--- src/rtl/serial_subtractor_nbits.sv ---
// rtl/serial_subtractor_nbits.sv - bit-serial LSB-first subtractor with borrow, overflow and zero flags
//
// Purpose: computes a - b one bit per clock over width RUN cycles and then
// presents the result with a one-cycle done pulse.
//
// Ports:
//   clk_i    in   clock, rising-edge
//   rst_i    in   synchronous active-high reset
//   start_i  in   request a subtraction (accepted only in IDLE)
//   a_i      in   minuend   [width-1:0]
//   b_i      in   subtrahend [width-1:0]
//   s_o      out  difference a - b mod 2^width (held until next completion)
//   bout_o   out  borrow out (a < b unsigned)
//   ovf_o    out  signed overflow of a - b
//   zero_o   out  difference is all zeros
//   busy_o   out  high in RUN and DONE
//   done_o   out  one-cycle pulse when a new result is presented
module serial_subtractor_nbits #(
    parameter int width = 8
) (
    input  logic             clk_i,
    input  logic             rst_i,
    input  logic             start_i,
    input  logic [width-1:0] a_i,
    input  logic [width-1:0] b_i,
    output logic [width-1:0] s_o,
    output logic             bout_o,
    output logic             ovf_o,
    output logic             zero_o,
    output logic             busy_o,
    output logic             done_o
);

    localparam int cnt_w = $clog2(width + 1);

    typedef enum logic [1:0] {
        IDLE = 2'd0,
        RUN  = 2'd1,
        DONE = 2'd2
    } state_t;

    state_t             state_q;
    state_t             state_d;
    logic [width-1:0]   a_sh;
    logic [width-1:0]   b_sh;
    logic [width-1:0]   res_sh;
    logic               a_msb;
    logic               b_msb;
    logic               borrow;
    logic [cnt_w-1:0]   cnt;

    logic               diff_bit;
    logic               borrow_nxt;
    logic               last_bit;
    logic [width-1:0]   res_next;

    // Full-subtractor cell on the current LSB of the operand shift registers.
    assign diff_bit   = a_sh[0] ^ b_sh[0] ^ borrow;
    assign borrow_nxt = (~a_sh[0] & b_sh[0]) | (~(a_sh[0] ^ b_sh[0]) & borrow);
    // Bits enter at the MSB end so bit k settles at position k after width shifts.
    assign res_next   = {diff_bit, res_sh[width-1:1]};
    assign last_bit   = (cnt == cnt_w'(width - 1));

    assign busy_o = (state_q != IDLE);
    assign done_o = (state_q == DONE);

    always_comb begin
        state_d = state_q;
        case (state_q)
            IDLE:    if (start_i) state_d = RUN;
            RUN:     if (last_bit) state_d = DONE;
            DONE:    state_d = IDLE;
            default: state_d = IDLE;
        endcase
    end

    always_ff @(posedge clk_i) begin
        if (rst_i) begin
            state_q <= IDLE;
        end else begin
            state_q <= state_d;
        end
    end

    always_ff @(posedge clk_i) begin
        if (rst_i) begin
            a_sh   <= '0;
            b_sh   <= '0;
            res_sh <= '0;
            a_msb  <= 1'b0;
            b_msb  <= 1'b0;
            borrow <= 1'b0;
            cnt    <= '0;
            s_o    <= '0;
            bout_o <= 1'b0;
            ovf_o  <= 1'b0;
            zero_o <= 1'b0;
        end else begin
            case (state_q)
                IDLE: begin
                    if (start_i) begin
                        a_sh   <= a_i;
                        b_sh   <= b_i;
                        // Operand sign bits are shifted out during RUN, so keep copies for overflow.
                        a_msb  <= a_i[width-1];
                        b_msb  <= b_i[width-1];
                        res_sh <= '0;
                        borrow <= 1'b0;
                        cnt    <= '0;
                    end
                end
                RUN: begin
                    a_sh   <= a_sh >> 1;
                    b_sh   <= b_sh >> 1;
                    res_sh <= res_next;
                    borrow <= borrow_nxt;
                    if (!last_bit) begin
                        cnt <= cnt + 1'b1;
                    end
                    // Visible outputs change only as the last bit completes.
                    if (last_bit) begin
                        s_o    <= res_next;
                        bout_o <= borrow_nxt;
                        ovf_o  <= (a_msb ^ b_msb) & (a_msb ^ res_next[width-1]);
                        zero_o <= (res_next == '0);
                    end
                end
                default: ;
            endcase
        end
    end

endmodule

--- config.mk ---
export PLATFORM = sky130hd
export DESIGN_NAME = serial_subtractor_nbits
export DESIGN_NICKNAME = d
export VERILOG_FILES = /design/src/rtl/serial_subtractor_nbits.sv
export SDC_FILE = /design/constraint.sdc
export NUM_CORES = 1
export LEC_CHECK = 0
export BUFFER_PORTS_ARGS = -buffer_cell sky130_fd_sc_hd__buf_2
export CAP_MARGIN = 30
export CORE_MARGIN = 5
export CORE_UTILIZATION = 50
export CTS_BUF_LIST = sky130_fd_sc_hd__clkbuf_4 sky130_fd_sc_hd__clkbuf_8 sky130_fd_sc_hd__clkbuf_16
export DETAILED_ROUTE_END_ITERATION = 8
export PLACE_DENSITY_LB_ADDON = 0.05
export SYNTH_ARGS = -nofsm -noshare
export SYNTH_HDL_FRONTEND = slang
export SYNTH_SLANG_ARGS = --single-unit
--- constraint.sdc ---
create_clock -name clk_i -period 2.3 [get_ports clk_i]
set_input_delay 0.46 -clock clk_i [delete_from_list [all_inputs] [get_ports clk_i]]
set_output_delay 0.46 -clock clk_i [all_outputs]
set_load 0.01 [all_outputs]
==> flow_metrics.env <==
export IMPL_status="finished, final reports clean"
export IMPL_cp_top_family="adder cells"
export IMPL_setup_viol=0
export IMPL_fin_worst_skew_ps=2.73
export IMPL_cts_buffers=5
export IMPL_rows=22
export IMPL_hp_start="b_i[3]"
export IMPL_syn_area_sq_um=1830
export IMPL_wl_um=3850
export IMPL_synth_cells=223
export IMPL_ys_types=34
export IMPL_layout_commonest_cell="dfxtp_1"
export IMPL_ys_ff_latch=43
export IMPL_endpoint_kind="register"
export IMPL_fillers=340
export IMPL_post_cts_buffers=0
export IMPL_critPathKind="reg -> reg"
export IMPL_pin_count=32
export IMPL_fmax_mhz=558
export IMPL_cts_sinks=43
export IMPL_clk_latency_ps=290
export IMPL_yosysWarnings=0
export IMPL_holdCritPathClass="in -> reg"
export IMPL_coreArea_sq_um=3610
export IMPL_grt_pass1_vias=1508
export IMPL_maxCapViolCount=0
export IMPL_reg2reg_slack_ps=510
export IMPL_swShare_pct=24.5
export IMPL_critPathArrivalTime_ps=1940
export IMPL_dr_total_vias=1582
export IMPL_dp_hpwl_um=2570
export IMPL_synth_area_per_cell_sq_um=8.21
export IMPL_die_area_sq_um=4970
export IMPL_syn_nets=245
export IMPL_drc=0
export IMPL_fin_nets=266
export IMPL_clock_path_buffers=2
export IMPL_cpPeakStageDelay_ps=520
export IMPL_cts_hold_buf=0
export IMPL_netSwitchingPower_uw=364
export IMPL_seq_area_frac_synth_pct=47.0
export IMPL_ir_drop_mv=0.362
export IMPL_first_iter_violations=126
export IMPL_synth_top_area_share_pct=47.0
export IMPL_cts_htree_levels=2
export IMPL_final_antenna_net_count=0
export IMPL_critPathLaunch="a_sh[0]$_SDFFE_PP0P_"
export IMPL_final_cell_mix="dfxtp_1, nand2_1, buf_2"
export IMPL_combPwrFrac_pct=11.0
export IMPL_gp_congestion=0.715
export IMPL_p_seq_share_pct=53.6
export IMPL_insertedDiodeCount=0
export IMPL_pwr_share_clk_pct=35.4
export IMPL_tns_ps=0
export IMPL_dieHeight_um=70.5
export IMPL_cp_start_kind="register"
export IMPL_cts_root_buf="clkbuf_8"
export IMPL_grt_pass1_wl_um=6670
export IMPL_crit_fanout=3
export IMPL_area_growth_pct=13.7
export IMPL_worst_pin_slew_ps=749
export IMPL_p_leak_uw=0.000812
export IMPL_hold_viol_final=0
export IMPL_seqCellArea_sq_um=861
export IMPL_power_density_nw_per_um2=716
export IMPL_drv_slew=0
export IMPL_slew_headroom_pct=50.1
export IMPL_overflow=0
export IMPL_worstPathCellList="inv_1 -> fa_1 -> and3b_1 -> a2111oi_0 -> nor3_1"
export IMPL_hold_slack_ps=432
export IMPL_multi_input_area_sq_um=867
export IMPL_slowest_stage="fa_1"
export IMPL_cts_resized=0
export IMPL_period_needed_ps=1790
export IMPL_routed_via_density=5.40
export IMPL_crit_reg2reg_launch="a_sh[0]$_SDFFE_PP0P_"
export IMPL_p_int_uw=1130
export IMPL_synth_area_leaders="dfxtp_1, nand2_1, a21oi_1, a311oi_1, nand3_1"
export IMPL_rsz0062_at_grt="false"
export IMPL_clk_pin_slew_ps=80
export IMPL_fp_dieW_um=70.5
export IMPL_crit_buf_inv=1
export IMPL_finalCritPeriodShare_pct=77.9
export IMPL_antenna_found_initial=0
export IMPL_firstDrtPassIters=4
export IMPL_port_buffers=31
export IMPL_track_usage_pct=16.5
export IMPL_fin_ws_ps=509
export IMPL_worstPathRequired_ps=2450
export IMPL_yosysTopAreaCell="dfxtp_1"
export IMPL_cts_tree="built"
export IMPL_grt_max_degree=44
export IMPL_initial_core_util_pct=50.8
export IMPL_wl_per_cell_um=13.2
export IMPL_post_place_ws_ps=528
export IMPL_drive_above_1_share_pct=18.8
-- layout make-up --
type / count / area share [%]
Clock buffer: 8 / 4.99
Timing Repair Buffer: 34 / 8.54
Tap cell: 48 / 2.89
Multi-Input combinational cell: 157 / 41.7
Sequential cell: 43 / 41.4
Inverter: 3 / 0.541
-- Yosys cell counts --
cell and number:
a21oi_1 27, buf_1 1, o21ai_0 9, inv_1 3, a311oi_1 15, nand3b_1 1, a21o_1 1, o211ai_1 2
ha_1 1, or3b_2 1, buf_2 9, fa_1 2, and3b_1 2, a2111oi_0 1, o21a_1 1, o21bai_1 1
a211oi_1 1, o21ba_2 1, clkbuf_1 9, nand2b_1 3, nor3b_1 1, buf_6 1, nor2b_1 2, or4_1 1
nand2_1 41, or2_2 1, a31oi_1 1, nor2_1 16, or3_1 1, nand4_1 1, nand3_1 19, nor3_1 2
dfxtp_1 43, nor4_1 2
-- worst min-delay path: cells and delay by family --
kind | cells | cell delay [ps]
AO/OA/AOI/OAI | 1 | 80
AND/OR/NAND/NOR | 1 | 50
buffers and inverters | 1 | 90
-- worst paths after layout --
check                                       endpoint  cells past startpoint
worst min register to register  a_sh[7]$_SDFFE_PP0P_                      2
worst max-delay path              ovf_o$_SDFFE_PP0P_                      5
worst min-delay path            b_sh[3]$_SDFFE_PP0P_                      3
worst max register to register    ovf_o$_SDFFE_PP0P_                      5
-- layer usage --
metal	share of wire (%)	vias to the layer above	wire [um]	track usage (%)
met3	5.5	5	213	5.90
met2	49	30	1890	28.7
met5	0	-	0	0
li1	-	821	-	-
met4	0.99	0	38	4.47
met1	45	726	1720	19.1
-- state kept, by name (all words and copies together) (netlist names) --
register / cells
a_msb: 1
a_sh: 8
b_msb: 1
b_sh: 8
borrow: 1
bout_o: 1
cnt: 4
ovf_o: 1
res_sh: 7
s_o: 8
state_q: 2
zero_o: 1
-- logic make-up after synthesis --
group | after synthesis | share of synthesized area, %
simple gates | 94 | 23.5
compound gates | 60 | 20.8
fa+ha+maj | 3 | 2.87
flops | 43 | 47.0
buf+inv | 23 | 5.74
-- power by group through the flow --
stage | combinational (uW) | sequential, uW | clock [uW]
after floorplan | 126 | 811 | 0
after global placement | 159 | 814 | 0
after detailed placement | 166 | 816 | 0
after CTS | 166 | 799 | 540
after global routing | 186 | 804 | 577
final | 163 | 799 | 527
-- metrics by stage --
| step | utilization, % | instance area (sq um) | cells | power [uW] |
|---|---|---|---|---|
| 2_1_floorplan | - | 1830 | 223 | 938 |
| 3_3_place_gp | 54.8 | 1980 | 285 | 973 |
| 3_5_place_dp | 54.8 | 1980 | 285 | 982 |
| 4_1_cts | 57.7 | 2080 | 293 | 1500 |
| 5_1_grt | 57.7 | 2080 | 293 | 1570 |
| 6_report | 57.7 | 2080 | 293 | 1490 |
Note: power is estimated with default switching activity, not from simulation.
